==> config.mk <==
export PLATFORM = sky130hd
export DESIGN_NAME = sequence_detector_param
export DESIGN_NICKNAME = d
export VERILOG_FILES = /design/src/rtl/sequence_detector_param_pkg.sv /design/src/rtl/sequence_detector_param_pattern_match_cmp.sv /design/src/rtl/sequence_detector_param.sv
export SDC_FILE = /design/constraint.sdc
export NUM_CORES = 1
export LEC_CHECK = 0
export CAP_MARGIN = 40
export CORE_ASPECT_RATIO = 1.75
export CORE_MARGIN = 2
export CORE_UTILIZATION = 35
export DETAILED_ROUTE_END_ITERATION = 6
export PLACE_DENSITY = 0.53
export SLEW_MARGIN = 20
export SYNTH_ARGS = -nofsm -noshare
export SYNTH_HDL_FRONTEND = slang
export SYNTH_SLANG_ARGS = --single-unit
==> constraint.sdc <==
create_clock -name clk -period 3.7 [get_ports clk]
set_input_delay 0.74 -clock clk [delete_from_list [all_inputs] [get_ports clk]]
set_output_delay 0.74 -clock clk [all_outputs]
set_load 0.005 [all_outputs]
==> src/rtl/sequence_detector_param_pkg.sv <==
// Shared constants and helpers for the programmable serial sequence detector.
// Imported by the top level and by the pattern comparator.
package sequence_detector_param_pkg;

    localparam logic       OVL_ON      = 1'b1;
    localparam logic       OVL_OFF     = 1'b0;
    localparam logic [7:0] DEF_PATTERN = 8'h06;
    localparam int         DEF_LEN     = 4;

    // Width needed to hold a length value in the range 0..max_len inclusive.
    function automatic int len_w(input int max_len);
        return $clog2(max_len + 1);
    endfunction

endpackage

==> src/rtl/sequence_detector_param_pattern_match_cmp.sv <==
// Combinational compare of the newest len history bits against the programmed pattern.
// A hit also requires at least len bits received since the last restart.
module pattern_match_cmp
    import sequence_detector_param_pkg::*;
#(
    parameter int MAX_LEN = 8,
    parameter int LEN_W   = len_w(MAX_LEN)
) (
    input  logic [MAX_LEN-1:0] hist,
    input  logic [MAX_LEN-1:0] pat,
    input  logic [LEN_W-1:0]   len,
    input  logic [LEN_W-1:0]   fill,
    output logic               hit
);

    logic [MAX_LEN-1:0] w_mask;

    always_comb begin
        // NOTE: every always_comb output gets a default first so no path can infer a latch.
        w_mask = '0;
        for (int i = 0; i < MAX_LEN; i++) begin
            w_mask[i] = (i < int'(len));
        end
        hit = (((hist ^ pat) & w_mask) == '0) && (fill >= len);
    end

endmodule

==> src/rtl/sequence_detector_param.sv <==
// Serial bit-stream detector with runtime-programmable pattern, length and overlap mode.
// Produces a registered one-cycle match pulse and a saturating match counter.
module sequence_detector_param
    import sequence_detector_param_pkg::*;
#(
    parameter int                 MAX_LEN         = 8,
    parameter int                 CNT_W           = 8,
    parameter logic [MAX_LEN-1:0] DEFAULT_PATTERN = MAX_LEN'(DEF_PATTERN),
    parameter int                 DEFAULT_LEN     = DEF_LEN,
    parameter logic               DEFAULT_OVERLAP = OVL_ON,
    parameter int                 LEN_W           = len_w(MAX_LEN)
) (
    input  logic               clk,
    input  logic               rst,
    input  logic               x,
    input  logic               x_valid,
    input  logic               cfg_load,
    input  logic [MAX_LEN-1:0] cfg_pattern,
    input  logic [LEN_W-1:0]   cfg_len,
    input  logic               cfg_overlap,
    input  logic               cnt_clr,
    output logic               z,
    output logic [CNT_W-1:0]   match_count
);

    localparam logic [LEN_W-1:0] MAX_LEN_L = LEN_W'(MAX_LEN);

    logic [MAX_LEN-1:0] r_pat;
    logic [LEN_W-1:0]   r_len;
    logic               r_ovl;
    logic [MAX_LEN-1:0] r_hist;
    logic [LEN_W-1:0]   r_fill;
    logic               r_z;
    logic [CNT_W-1:0]   r_count;

    logic [MAX_LEN-1:0] w_hist_next;
    logic [LEN_W-1:0]   w_fill_next;
    logic [LEN_W-1:0]   w_len_clamped;
    logic               w_hit;
    logic               w_match;

    assign w_hist_next   = {r_hist[MAX_LEN-2:0], x};
    assign w_fill_next   = (r_fill >= MAX_LEN_L) ? MAX_LEN_L : r_fill + 1'b1;
    assign w_len_clamped = (cfg_len == '0)       ? LEN_W'(1)
                         : (cfg_len > MAX_LEN_L) ? MAX_LEN_L
                         : cfg_len;

    // Compare runs on the post-shift history and fill so the pulse follows the final bit's edge.
    pattern_match_cmp #(
        .MAX_LEN (MAX_LEN),
        .LEN_W   (LEN_W)
    ) u_cmp (
        .hist (w_hist_next),
        .pat  (r_pat),
        .len  (r_len),
        .fill (w_fill_next),
        .hit  (w_hit)
    );

    assign w_match = x_valid && !cfg_load && w_hit;

    always_ff @(posedge clk or posedge rst) begin
        if (rst) begin
            r_pat  <= DEFAULT_PATTERN;
            r_len  <= LEN_W'(DEFAULT_LEN);
            r_ovl  <= DEFAULT_OVERLAP;
            r_hist <= '0;
            r_fill <= '0;
            r_z    <= 1'b0;
        end else begin
            // NOTE: sequential state uses non-blocking assignments so every register sees pre-edge values.
            r_z <= 1'b0;
            if (cfg_load) begin
                r_pat  <= cfg_pattern;
                r_len  <= w_len_clamped;
                r_ovl  <= cfg_overlap;
                r_hist <= '0;
                r_fill <= '0;
            end else if (x_valid) begin
                r_hist <= w_hist_next;
                r_fill <= (w_hit && !r_ovl) ? '0 : w_fill_next;
                r_z    <= w_hit;
            end
        end
    end

    // Clear takes priority over a coincident match; the count never wraps.
    always_ff @(posedge clk or posedge rst) begin
        if (rst) begin
            r_count <= '0;
        end else if (cnt_clr) begin
            r_count <= '0;
        end else if (w_match && (r_count != '1)) begin
            r_count <= r_count + 1'b1;
        end
    end

    assign z           = r_z;
    assign match_count = r_count;

endmodule
==> results_tabular.tex, run 1 <==
\begin{tabular}{lr}
\hline
Metric & Value \\
\hline
\multicolumn{2}{l}{\textbf{Setup path}} \\
\quad Slowest stage delay, CP & between 0.5 and 0.6 ns \\
\quad Worst flop-to-flop path startpoint & r\_fill[0] \\
\quad Register-to-Register Setup Slack & between 0.9 and 1 ns \\
\quad Critical Path Most Common Cell & ha\_1 \\
\quad Highest-delay cell along the critical path & or4b\_1 \\
\quad Max FO, Critical Path & 9 \\
\quad Required time of the worst setup path & 3.91 ns \\
\quad Reg-to-reg endpoint & match\_count[4] \\
\quad CP Cell Sequence & ha\_1 > xnor2\_1 > nor2\_1 > ha\_1 > o21ai\_0 > a221oi\_1 > nand4\_2 > or4b\_1 > a21oi\_1 \\
\quad CP Capture Type & register \\
\quad Reg2Reg Depth & 9 \\
\quad Crit path kind & register to register \\
\quad Category of the worst setup path launch point & register \\
\quad Data arrival time of the worst path & $\sim$2.9 ns \\
\multicolumn{2}{l}{\textbf{Clock network}} \\
\quad PostCTS Resize Cnt & 0 \\
\quad Clock slew seen by the registers of the worst setup and hold paths & about 0.07 ns \\
\quad Library cell used as clock root buffer & clkbuf\_8 \\
\quad Total CTS buffers & 5 \\
\quad Later-pin clock latency in the skew report & 0.29 ns \\
\quad Clock tree from TritonCTS & done \\
\quad Clock H-tree levels & 2 \\
\quad CTS hold repair buffers & 0 \\
\quad Clock Sinks & 33 \\
\quad Number of buffers on the longest clock path & 2 \\
\quad Post-CTS Setup Bufs & 0 \\
\multicolumn{2}{l}{\textbf{Finish}} \\
\quad Area overhead of the layout relative to synthesis & 25.8\% \\
\quad Final antenna diode count & 0 \\
\quad Fraction of final layout cells with drive strength greater than 1 & 0.141 \\
\quad Fill count & around 470 \\
\quad Number of nets in the layout & 230 \\
\quad Final std cells w/o fill & 259 \\
\multicolumn{2}{l}{\textbf{Floorplanning}} \\
\quad Row Count & 34 \\
\quad Initial core utilization & 0.358 \\
\quad Horizontal die dimension & 57.7 um \\
\quad Count of boundary I/O pins & 28 \\
\quad Die extent in y & 98.0 um \\
\quad Core outline area & between 0.004 and 0.005 sq mm \\
\quad Die Footprint & between 0.005 and 0.006 sq mm \\
\multicolumn{2}{l}{\textbf{Flow run}} \\
\quad \# Max-Cap Violations & 0 \\
\multicolumn{2}{l}{\textbf{Pwr}} \\
\quad Clock share of power & 0.406 \\
\quad Total power after layout & around 860 uW \\
\quad Switching pwr & 204 uW \\
\quad Switching share of power & 0.237 \\
\quad Max VDD drop & approximately 0.34 mV \\
\quad Int Power & 659 uW \\
\quad Seq pwr share & 0.462 \\
\quad Power density over cell area & approximately 390 mW/mm\^{}2 \\
\quad Static Leak & 0.968 nW \\
\quad Combinational cell fraction of total power & 0.132 \\
\multicolumn{2}{l}{\textbf{Synthesis}} \\
\quad Flops \& latches, synth & 33 \\
\quad Share of synthesized registers carrying an async set or reset & 1.00 \\
\quad Synthesized instance count & $\sim$170 \\
\quad Number of nets in the synthesized netlist & approximately 200 \\
\quad Count of distinct cell types in the synthesized netlist & 38 \\
\quad Share of the synthesized area in the top cell type & 0.411 \\
\quad Synthesized area per cell & between 10 and 15 sq um \\
\quad Total standard cell area after synthesis & $\sim$0.0018 sq mm \\
\quad Number of enable-type register cells in the synthesized netlist & 0 \\
\quad Largest cells by area after synthesis & dfrtp\_1 (41\%), mux2\_2 (6.4\%), dfstp\_2 (5.9\%) \\
\quad Total of warnings raised by yosys & 0 \\
\quad Ranking of synthesized cells by instance count & dfrtp\_1 (29), nor2\_1 (21), nand2\_1 (11) \\
\quad Most frequent cell after synthesis & dfrtp\_1 \\
\quad Portion of the post-synthesis area used by sequential elements & 0.470 \\
\quad Top cell type by total area after synthesis & dfrtp\_1 \\
\quad Dominant synthesized flop cell & dfrtp\_1 \\
\multicolumn{2}{l}{\textbf{Timing}} \\
\quad Setup-failing EPs final & 0 \\
\quad Number of pins exceeding their max-slew limit in the final report & 0 \\
\quad Final Hold Violating Endpoints & 0 \\
\quad Total negative setup slack & 0 ns \\
\quad Share of the cycle needed by the critical path after routing & 0.736 \\
\quad Worst-margin pin slew & a little over 0.4 ns \\
\quad Worst Skew & about 0.0073 ns \\
\quad Post-route minimum period & between 2 and 3 ns \\
\quad Maximum clock frequency & between 0.3 and 0.4 GHz \\
\quad Worst slew margin relative to its limit & 0.724 \\
\quad Unrepaired setup endpoints after global routing & false \\
\multicolumn{2}{l}{\textbf{Detailed routing}} \\
\quad Router iterations before antenna repair & 4 \\
\quad Via count & approximately 1,400 \\
\quad Number of design rule violations left after detail routing & 0 \\
\quad Total Wirelength & $\sim$4.1 mm \\
\quad DRT iter0 DRCs & between 70 and 80 \\
\quad Antenna-violating nets left & 0 \\
\quad Ratio of routed vias to standard cells & between 5 and 6 \\
\quad Routed length per placed instance & between 15 and 20 um \\
\multicolumn{2}{l}{\textbf{GRT}} \\
\quad Global routing usage summed across all routing layers & 0.160 \\
\quad Largest net degree at the start of global routing & 34 \\
\quad Vias in the first global route & $\sim$1,500 \\
\quad Antenna violations before repair & 0 \\
\quad Global-route wire length before repair & $\sim$7.0 mm \\
\quad Global-route congestion overflow total & 0 \\
\multicolumn{2}{l}{\textbf{Hold path}} \\
\quad Min-Delay Path Depth & 1 \\
\quad Hold wc startpoint & r\_pat[4] \\
\quad Path class of the lowest-slack min-delay path & register to register \\
\quad Hold endpoint & r\_pat[4] \\
\multicolumn{2}{l}{\textbf{Placed design}} \\
\quad Total placed cells including tap cells & around 250 \\
\quad Post-DP HPWL & around 3.1 mm \\
\quad Weighted congestion at the end of routability-driven global placement & about 0.95 \\
\quad Number of input and output port buffers inserted & 27 \\
\multicolumn{2}{l}{\textbf{Run status}} \\
\quad Outcome & finished, final reports clean \\
\hline
\end{tabular}
-- cell usage in the layout (no fill, tap or decap), drive strengths merged, types with 5 or more instances in the layout --
master and instances:
dfrtp 29, clkdlybuf4s50 27, nor2 21, nand2 11, mux2 10, inv 9
mux2i 8, a21oi 7, ha 7, clkbuf 7, o21ai 6, nand2b 6
xnor2 5
-- how the worst max path moves through the flow --
stage | from | slack, ns | end
global route | r_fill[0] | 0.75 | match_count[5]
global placement | r_fill[0] | 1.10 | match_count[4]
floorplan | r_fill[0] | 1.25 | match_count[5]
detailed placement | r_fill[0] | 0.98 | match_count[5]
finish | r_fill[0] | 0.98 | match_count[4]
CTS | r_fill[0] | 0.96 | match_count[5]
-- flip-flops by register name (all words and copies together) (netlist names) --
signal	cells
r_len	4
r_hist	7
r_pat	8
r_fill	4
match_count	8
z	1
r_ovl	1
-- critical path: cells and delay by family, from the launching register on --
family,cells,cell delay [ns]
AO/OA/AOI/OAI,3,0.62
AND/OR/NAND/NOR,3,0.95
flip-flops,1,0.42
XOR/XNOR,1,0.16
adder cells (fa/ha/maj),2,0.49
-- metrics by stage --
step           cell area, sq um   util  hold slack, ns  worst slack [ns]
2_1_floorplan              1770      -           0.474              1.25
3_5_place_dp               2110  0.427           0.519             0.983
6_report                   2220  0.451           0.529             0.978
4_1_cts                    2220  0.451           0.534             0.956
3_3_place_gp               2110  0.427           0.514              1.10
5_1_grt                    2220  0.451           0.557             0.748
-- cell families (layout without fill, tap and decap cells) --
family / Yosys count / after routing / share of synthesized area
xor gates and xnor gates: 9 / 9 / 0.0446
buffers and inverters: 14 / 47 / 0.0304
muxes: 18 / 18 / 0.109
adders and majority gates: 7 / 7 / 0.0496
and+or+nand+nor: 59 / 59 / 0.172
DFF: 33 / 33 / 0.470
AOI/OAI and AO/OA: 32 / 32 / 0.124
-- layout make-up --
cell class | count | area [sq um] | share of cell area
Timing Repair Buffer | 30 | 293 | 0.132
Multi-Input combinational cell | 125 | 882 | 0.397
Clock inverter | 1 | 30.0 | 0.0135
Inverter | 9 | 33.8 | 0.0152
Clock buffer | 7 | 86.3 | 0.0388
Tap cell | 54 | 67.6 | 0.0304
Sequential cell | 33 | 831 | 0.374
-- power groups by stage --
stage	Combinational, mW	Clock [mW]	Sequential [mW]
after floorplan	0.0735	0	0.401
after global placement	0.112	0	0.405
after detailed placement	0.115	0	0.406
after CTS	0.116	0.360	0.399
after global routing	0.129	0.376	0.402
final	0.114	0.350	0.399
-- layer usage --
| metal | track usage | wire length [um] | up-vias |
|---|---|---|---|
| met5 | 0 | 0 | - |
| met4 | 0.0626 | 74 | 0 |
| met3 | 0.0358 | 141 | 5 |
| met2 | 0.295 | 2340 | 31 |
| met1 | 0.170 | 1500 | 683 |
| li1 | - | - | 674 |
No activity file was read; power rests on OpenSTA's default activity.
==> run 2: changes to the inputs <==
==> constraint.sdc (replaced) <==
create_clock -name clk -period 2.52 [get_ports clk]
set_input_delay 0.504 -clock clk [delete_from_list [all_inputs] [get_ports clk]]
set_output_delay 0.504 -clock clk [all_outputs]
set_load 0.005 [all_outputs]
==> results_tabular.tex, run 2 (synthesis results as in run 1) <==
\begin{tabular}{lr}
\hline
Metric & Value \\
\hline
\multicolumn{2}{l}{\textbf{Timing}} \\
\quad Maximum clock frequency & 0.419 GHz (+14\%) \\
\quad Number of pins exceeding their max-slew limit in the final report & 0 (unchanged) \\
\quad Worst Skew & 0.00391 ns (-0.00340 ns) \\
\quad Worst-case setup margin in the final layout & 0.134 ns (-0.843 ns) \\
\quad Share of the cycle needed by the critical path after routing & 0.947 (+0.211) \\
\quad Worst-margin pin slew & 0.418 ns (+0.00528 ns) \\
\quad Final Hold Violating Endpoints & 0 (unchanged) \\
\quad Post-route minimum period & 2.39 ns (-0.337 ns) \\
\quad Worst slack on hold paths & 0.527 ns (-0.00194 ns) \\
\quad Unrepaired setup endpoints after global routing & false \\
\quad Setup-failing EPs final & 0 (unchanged) \\
\quad Worst slew margin relative to its limit & 0.720 (-0.00353) \\
\multicolumn{2}{l}{\textbf{Finish}} \\
\quad Commonest cells after routing, fill and taps aside & dfrtp\_1 (29), clkdlybuf4s50\_1 (27), nor2\_1 (19) \\
\quad Fill count & 471 (+1.3\%) \\
\quad Fraction of final layout cells with drive strength greater than 1 & 0.242 (+0.100) \\
\quad Register Area & 831 sq um (unchanged) \\
\quad Final std cells w/o fill & 269 (+3.9\%) \\
\quad Final antenna diode count & 0 (unchanged) \\
\quad Post-layout instance area & 0.00240 sq mm (+7.8\%) \\
\quad Commonest non-fill, non-tap cell in the layout & dfrtp\_1 \\
\quad Total area of multi-input combinational cells & 973 sq um (+10\%) \\
\quad Area overhead of the layout relative to synthesis & 35.7\% \\
\quad Number of nets in the layout & 240 (+4.3\%) \\
\multicolumn{2}{l}{\textbf{Setup path}} \\
\quad CP Cell Sequence & ha\_2 > xnor2\_2 > nor2\_2 > ha\_4 > o21ai\_1 > a221oi\_2 > and4\_4 > and3\_1 > mux2\_2 \\
\quad CP Capture Type & register \\
\quad Data arrival time of the worst path & 2.56 ns (-0.38 ns) \\
\quad Category of the worst setup path launch point & register \\
\quad Crit path kind & register to register \\
\quad Crit path buf inv count & 0 (unchanged) \\
\quad Highest-delay cell along the critical path & dfrtp\_1 \\
\quad Slowest stage delay, CP & 0.40 ns (-0.17 ns) \\
\quad Cell family with most CP delay & simple AND/OR/NAND/NOR gates \\
\quad Max FO, Critical Path & 3 (-6) \\
\quad Required time of the worst setup path & 2.69 ns (-1.22 ns) \\
\multicolumn{2}{l}{\textbf{Floorplanning}} \\
\quad Die Footprint & 0.00565 sq mm (unchanged) \\
\quad Die extent in y & 98.0 um (unchanged) \\
\quad Horizontal die dimension & 57.7 um (unchanged) \\
\quad Row Count & 34 (unchanged) \\
\quad Core outline area & 0.00493 sq mm (unchanged) \\
\quad Initial core utilization & 0.358 (unchanged) \\
\quad Count of boundary I/O pins & 28 (unchanged) \\
\multicolumn{2}{l}{\textbf{GRT}} \\
\quad Global routing usage summed across all routing layers & 0.154 (-0.00604) \\
\quad Largest net degree at the start of global routing & 34 (unchanged) \\
\quad Antenna violations before repair & 0 (unchanged) \\
\quad Global-route wire length before repair & 6.83 mm (-1.8\%) \\
\quad Vias in the first global route & 1,552 (+5.8\%) \\
\quad Global-route congestion overflow total & 0 (unchanged) \\
\multicolumn{2}{l}{\textbf{Detailed routing}} \\
\quad Number of design rule violations left after detail routing & 0 (unchanged) \\
\quad Router iterations before antenna repair & 4 (unchanged) \\
\quad Routed length per placed instance & 15.3 um (-2.4\%) \\
\quad Antenna-violating nets left & 0 (unchanged) \\
\quad Ratio of routed vias to standard cells & 5.46 (+1.5\%) \\
\quad DRT iter0 DRCs & 45 (-38\%) \\
\quad Total Wirelength & 4.12 mm (+1.4\%) \\
\quad Via count & 1,469 (+5.5\%) \\
\multicolumn{2}{l}{\textbf{Clock network}} \\
\quad Later-pin clock latency in the skew report & 0.28 ns (about the same) \\
\quad Clock H-tree levels & 2 (unchanged) \\
\quad Total CTS buffers & 5 (unchanged) \\
\quad Clock slew seen by the registers of the worst setup and hold paths & 0.07 ns (about the same) \\
\quad CTS hold repair buffers & 0 (unchanged) \\
\quad Library cell used as clock root buffer & clkbuf\_8 \\
\quad Clock Sinks & 33 (unchanged) \\
\quad Number of buffers on the longest clock path & 2 (unchanged) \\
\quad Clock tree from TritonCTS & done \\
\multicolumn{2}{l}{\textbf{Flow run}} \\
\quad \# Max-Cap Violations & 0 (unchanged) \\
\multicolumn{2}{l}{\textbf{Placed design}} \\
\quad Worst slack after detailed placement & -0.0492 ns (-1.03 ns) \\
\quad Number of input and output port buffers inserted & 27 (unchanged) \\
\quad Total placed cells including tap cells & 258 (+2.8\%) \\
\quad Weighted congestion at the end of routability-driven global placement & 0.852 (-11\%) \\
\quad Post-Place Cell Area & 0.00216 sq mm (+2.5\%) \\
\quad Post-DP HPWL & 3.14 mm (-0.28\%) \\
\multicolumn{2}{l}{\textbf{Pwr}} \\
\quad Static Leak & 1.03 nW (+6.1\%) \\
\quad Max VDD drop & 0.490 mV (+42\%) \\
\quad Power density over cell area & 550 mW/mm\^{}2 (+42\%) \\
\multicolumn{2}{l}{\textbf{Hold path}} \\
\quad Path class of the lowest-slack min-delay path & register to register \\
\multicolumn{2}{l}{\textbf{Run status}} \\
\quad Outcome & finished, final reports clean \\
\hline
\end{tabular}
run 2: cell types whose count changed in the layout (fill, tap and decap cells not counted), moves of 2 or more:
| cell | before | now |
|---|---|---|
| buf_4 | 3 | 12 |
| nor2_2 | 0 | 2 |
| ha_1 | 7 | 4 |
| nor2_1 | 21 | 19 |
| ha_4 | 0 | 2 |
run 2: metrics by stage:
step	util	total power [mW]	TNS, ns
floorplan	-	0.696	0
global placement	0.438	0.769	0
detailed placement	0.438	0.773	-0.0492
CTS	0.463	1.30	0
global route	0.486	1.38	0
finish	0.486	1.32	0
run 2: layer usage:
layer  GRT usage  routed length (um)  vias to the layer above
met4      0.0823                 163                        0
met5           0                   0                        -
met3      0.0371                 123                       14
li1            -                   -                      696
met2       0.280                2360                       28
met1       0.156                1470                      731
run 2: repair_timing:
action,4_1_cts,5_1_grt
gates resized for setup,2,17
endpoints found under the setup margin,3,10
setup buffers,0,3
hold endpoints to repair,0,0
pin swaps,1,10
run 2: worst reg2reg max path: stages (launching register included):
cell and delay [ns]:
dfrtp_1 0.40, ha_2 0.21, xnor2_2 0.14, nor2_2 0.08, ha_4 0.27, o21ai_1 0.07, a221oi_2 0.32, and4_4 0.28
and3_1 0.17, mux2_2 0.33
run 2: cell type report:
| type | instances | share of cell area |
|---|---|---|
| Clock inverter | 2 | 0.0157 |
| Multi-Input combinational cell | 125 | 0.406 |
| Clock buffer | 6 | 0.0344 |
| Tap cell | 54 | 0.0282 |
| Timing Repair Buffer | 40 | 0.155 |
| Sequential cell | 33 | 0.347 |
| Inverter | 9 | 0.0141 |
run 2: path summary, 6_finish.rpt:
check / startpoint / to / slack [ns] / cells after the start
max: r_fill[0] / match_count[0] / 0.13 / 9
min: r_pat[3] / r_pat[3] / 0.53 / 1
max reg2reg: r_fill[0] / match_count[0] / 0.13 / 9
min reg2reg: r_pat[3] / r_pat[3] / 0.53 / 1
max in group asynchronous: rst / r_pat[1] / 1.57 / 3
min in group asynchronous: rst / match_count[2] / 0.60 / 3
run 2: where the power goes:
group | leakage (nW) | internal (mW) | total [mW] | switching (mW)
Combinational | 0.543 | 0.121 | 0.220 | 0.0988
Clock | 0.0574 | 0.321 | 0.514 | 0.193
Sequential | 0.427 | 0.560 | 0.585 | 0.0247
Total | 1.03 | 1.00 | 1.32 | 0.316
==> run 3: changes to the inputs <==
--- a/config.mk
+++ b/config.mk
@@ -7,8 +7,8 @@
 export LEC_CHECK = 0
 export CAP_MARGIN = 40
 export CORE_ASPECT_RATIO = 1.75
-export CORE_MARGIN = 2
 export CORE_UTILIZATION = 35
+export CTS_CLUSTER_DIAMETER = 40
 export DETAILED_ROUTE_END_ITERATION = 6
 export PLACE_DENSITY = 0.53
 export SLEW_MARGIN = 20
==> results_tabular.tex, run 3 (synthesis results as in run 1) <==
\begin{tabular}{lr}
\hline
Metric & Value \\
\hline
\multicolumn{2}{l}{\textbf{Setup path}} \\
\quad Crit path kind & register to register \\
\quad Register-to-Register Setup Slack & 0.008 ns (-0.13 ns) \\
\quad Worst flop-to-flop path startpoint & r\_fill[0] \\
\quad Max FO, Critical Path & 4 (+1) \\
\quad Depth of the critical timing path with buffers and inverters included & 9 (unchanged) \\
\quad Slowest stage delay, CP & 0.57 ns (+0.17 ns) \\
\quad Reg-to-reg endpoint & match\_count[4] \\
\quad CP Cell Sequence & ha\_2 > xnor2\_1 > nor2\_1 > ha\_1 > o21ai\_1 > a221oi\_2 > nand4\_2 > or4b\_4 > a21oi\_2 \\
\quad Data arrival time of the worst path & 2.72 ns (+0.16 ns) \\
\quad Highest-delay cell along the critical path & or4b\_4 \\
\quad CP Capture Type & register \\
\quad Destination of the critical timing path & match\_count[4] \\
\quad Origin of the worst setup path & r\_fill[0] \\
\quad Category of the worst setup path launch point & register \\
\quad Crit path buf inv count & 0 (unchanged) \\
\quad Cell family with most CP delay & simple AND/OR/NAND/NOR gates \\
\quad Reg2Reg Depth & 9 (unchanged) \\
\quad Required time of the worst setup path & 2.72 ns (+0.03 ns) \\
\multicolumn{2}{l}{\textbf{Placed design}} \\
\quad Worst slack after detailed placement & -0.0787 ns (-0.0295 ns) \\
\quad Number of input and output port buffers inserted & 27 (unchanged) \\
\quad Post-DP HPWL & 3.12 mm (-0.40\%) \\
\quad Post-Place Cell Area & 0.00216 sq mm (-0.12\%) \\
\quad Weighted congestion at the end of routability-driven global placement & 0.898 (+5.4\%) \\
\multicolumn{2}{l}{\textbf{Flow run}} \\
\quad \# Max-Cap Violations & 0 (unchanged) \\
\multicolumn{2}{l}{\textbf{Clock network}} \\
\quad Later-pin clock latency in the skew report & 0.28 ns (about the same) \\
\quad Library cell used as clock root buffer & clkbuf\_8 \\
\quad Clock slew seen by the registers of the worst setup and hold paths & 0.07 ns (about the same) \\
\quad Clock tree from TritonCTS & done \\
\quad Number of buffers on the longest clock path & 2 (unchanged) \\
\quad Clock Sinks & 33 (unchanged) \\
\quad Clock H-tree levels & 2 (unchanged) \\
\quad Total CTS buffers & 5 (unchanged) \\
\multicolumn{2}{l}{\textbf{Finish}} \\
\quad Fraction of final layout cells with drive strength greater than 1 & 0.189 (-0.0532) \\
\quad Number of nets in the layout & 237 (-1.3\%) \\
\quad Final antenna diode count & 0 (unchanged) \\
\quad Register Area & 831 sq um (unchanged) \\
\quad Post-layout instance area & 0.00229 sq mm (-4.6\%) \\
\quad Commonest non-fill, non-tap cell in the layout & dfrtp\_1 \\
\quad Area overhead of the layout relative to synthesis & 29.5\% \\
\quad Commonest cells after routing, fill and taps aside & dfrtp\_1 (29), clkdlybuf4s50\_1 (27), nor2\_1 (21) \\
\quad Total area of multi-input combinational cells & 918 sq um (-5.7\%) \\
\quad Fill count & 447 (-5.1\%) \\
\multicolumn{2}{l}{\textbf{GRT}} \\
\quad Global-route wire length before repair & 6.62 mm (-3.0\%) \\
\quad Most heavily used metal layer in global routing & met2 \\
\quad Antenna violations before repair & 0 (unchanged) \\
\quad Vias in the first global route & 1,463 (-5.7\%) \\
\quad M3 GR Usage & 0.0403 (+0.00324) \\
\quad GR met2 Demand/Resource & 0.325 (+0.0456) \\
\quad Routing usage on met1 & 0.152 (-0.00346) \\
\quad Largest net degree at the start of global routing & 34 (unchanged) \\
\quad Global-route congestion overflow total & 0 (unchanged) \\
\quad Global routing usage summed across all routing layers & 0.166 (+0.0120) \\
\multicolumn{2}{l}{\textbf{Floorplanning}} \\
\quad Die Footprint & 0.00535 sq mm (-5.4\%) \\
\quad Count of boundary I/O pins & 28 (unchanged) \\
\quad Horizontal die dimension & 55.7 um (-3.5\%) \\
\quad Row Count & 33 (-2.9\%) \\
\quad Initial core utilization & 0.372 (+0.0141) \\
\quad Core outline area & 0.00475 sq mm (-3.8\%) \\
\quad Die extent in y & 96.0 um (-2.0\%) \\
\multicolumn{2}{l}{\textbf{Detailed routing}} \\
\quad DRT iter0 DRCs & 15 (-67\%) \\
\quad Via count & 1,451 (-1.2\%) \\
\quad Number of design rule violations left after detail routing & 0 (unchanged) \\
\quad Ratio of routed vias to standard cells & 5.50 (+0.65\%) \\
\quad Routed length per placed instance & 15.6 um (+1.8\%) \\
\quad Antenna-violating nets left & 0 (unchanged) \\
\quad Router iterations before antenna repair & 4 (unchanged) \\
\quad Total Wirelength & 4.11 mm (-0.12\%) \\
\multicolumn{2}{l}{\textbf{Timing}} \\
\quad Final Hold Violating Endpoints & 0 (unchanged) \\
\quad Worst Skew & 0.00223 ns (-0.00168 ns) \\
\quad Total negative setup slack & 0 ns (unchanged) \\
\quad Worst-case setup margin in the final layout & 0.00815 ns (-0.126 ns) \\
\quad Worst slew margin relative to its limit & 0.706 (-0.0142) \\
\quad Unrepaired setup endpoints after global routing & true \\
\quad Share of the cycle needed by the critical path after routing & 0.997 (+0.0501) \\
\quad Post-route minimum period & 2.51 ns (+0.126 ns) \\
\quad Worst-margin pin slew & 0.441 ns (+0.0226 ns) \\
\quad Setup-failing EPs final & 0 (unchanged) \\
\quad Maximum clock frequency & 0.398 GHz (-5.0\%) \\
\quad Worst slack on hold paths & 0.529 ns (+0.00222 ns) \\
\quad Number of pins exceeding their max-slew limit in the final report & 0 (unchanged) \\
\multicolumn{2}{l}{\textbf{Pwr}} \\
\quad Power density over cell area & 516 mW/mm\^{}2 (-6.2\%) \\
\quad Total power after layout & 1.18 mW (-11\%) \\
\quad Max VDD drop & 0.443 mV (-9.5\%) \\
\quad Static Leak & 0.993 nW (-3.4\%) \\
\multicolumn{2}{l}{\textbf{Hold path}} \\
\quad Path class of the lowest-slack min-delay path & register to register \\
\quad Min-Delay Path Depth & 2 (+1) \\
\multicolumn{2}{l}{\textbf{Run status}} \\
\quad Outcome & finished, final reports clean \\
\hline
\end{tabular}
==> run 3: changes by cell type in the layout (fill, tap and decap cells not counted), sizes merged <==
cell and delta:
buf -3, clkinvlp -1, clkbuf +2, bufinv -1
==> run 3: how the worst min path moves through the flow <==
stage	endpoint	start	slack, ns
3_3_place_gp	r_ovl	r_ovl	0.51
3_5_place_dp	r_ovl	r_ovl	0.51
5_1_grt	r_ovl	r_ovl	0.54
6_report	r_ovl	r_ovl	0.53
2_1_floorplan	r_ovl	r_ovl	0.47
4_1_cts	r_ovl	r_ovl	0.53
==> run 3: worst reg2reg max path, stage by stage (launching register included) <==
cell and delay (ns):
dfrtp_1 0.41, ha_2 0.20, xnor2_1 0.15, nor2_1 0.08, ha_1 0.28, o21ai_1 0.07
a221oi_2 0.34, nand4_2 0.23, or4b_4 0.57, a21oi_2 0.12
==> run 3: repair_timing <==
item / in CTS / in global routing
buffers inserted: 0 / 0
pin swaps: 4 / 4
gates resized for setup: 2 / 7
endpoints found under the setup margin: 5 / 10
hold buffers: 0 / 0
==> run 3: power by group <==
group / switching, mW / total, mW / internal, mW
combinational: 0.0913 / 0.189 / 0.0979
clock: 0.185 / 0.408 / 0.223
sequential: 0.0227 / 0.583 / 0.560
==> run 3: metrics by stage <==
stage | util | instances
6_report | 0.482 | 264
5_1_grt | 0.482 | 264
4_1_cts | 0.475 | 264
3_5_place_dp | 0.454 | 256
3_3_place_gp | 0.454 | 256
2_1_floorplan | - | 172
==> run 3: final cells by class <==
| type | count | share of cell area |
|---|---|---|
| well taps | 52 | 0.0284 |
| flip-flops and latches | 33 | 0.363 |
| multi-input cells | 125 | 0.402 |
| inverters | 9 | 0.0148 |
| repair buffers | 37 | 0.153 |
| clock buffers | 8 | 0.0394 |
==> run 3: layer usage <==
layer,routed length (um),up-vias
li1,-,694
met1,1500,713
met2,2360,34
met3,122,10
met4,124,0
met5,0,-
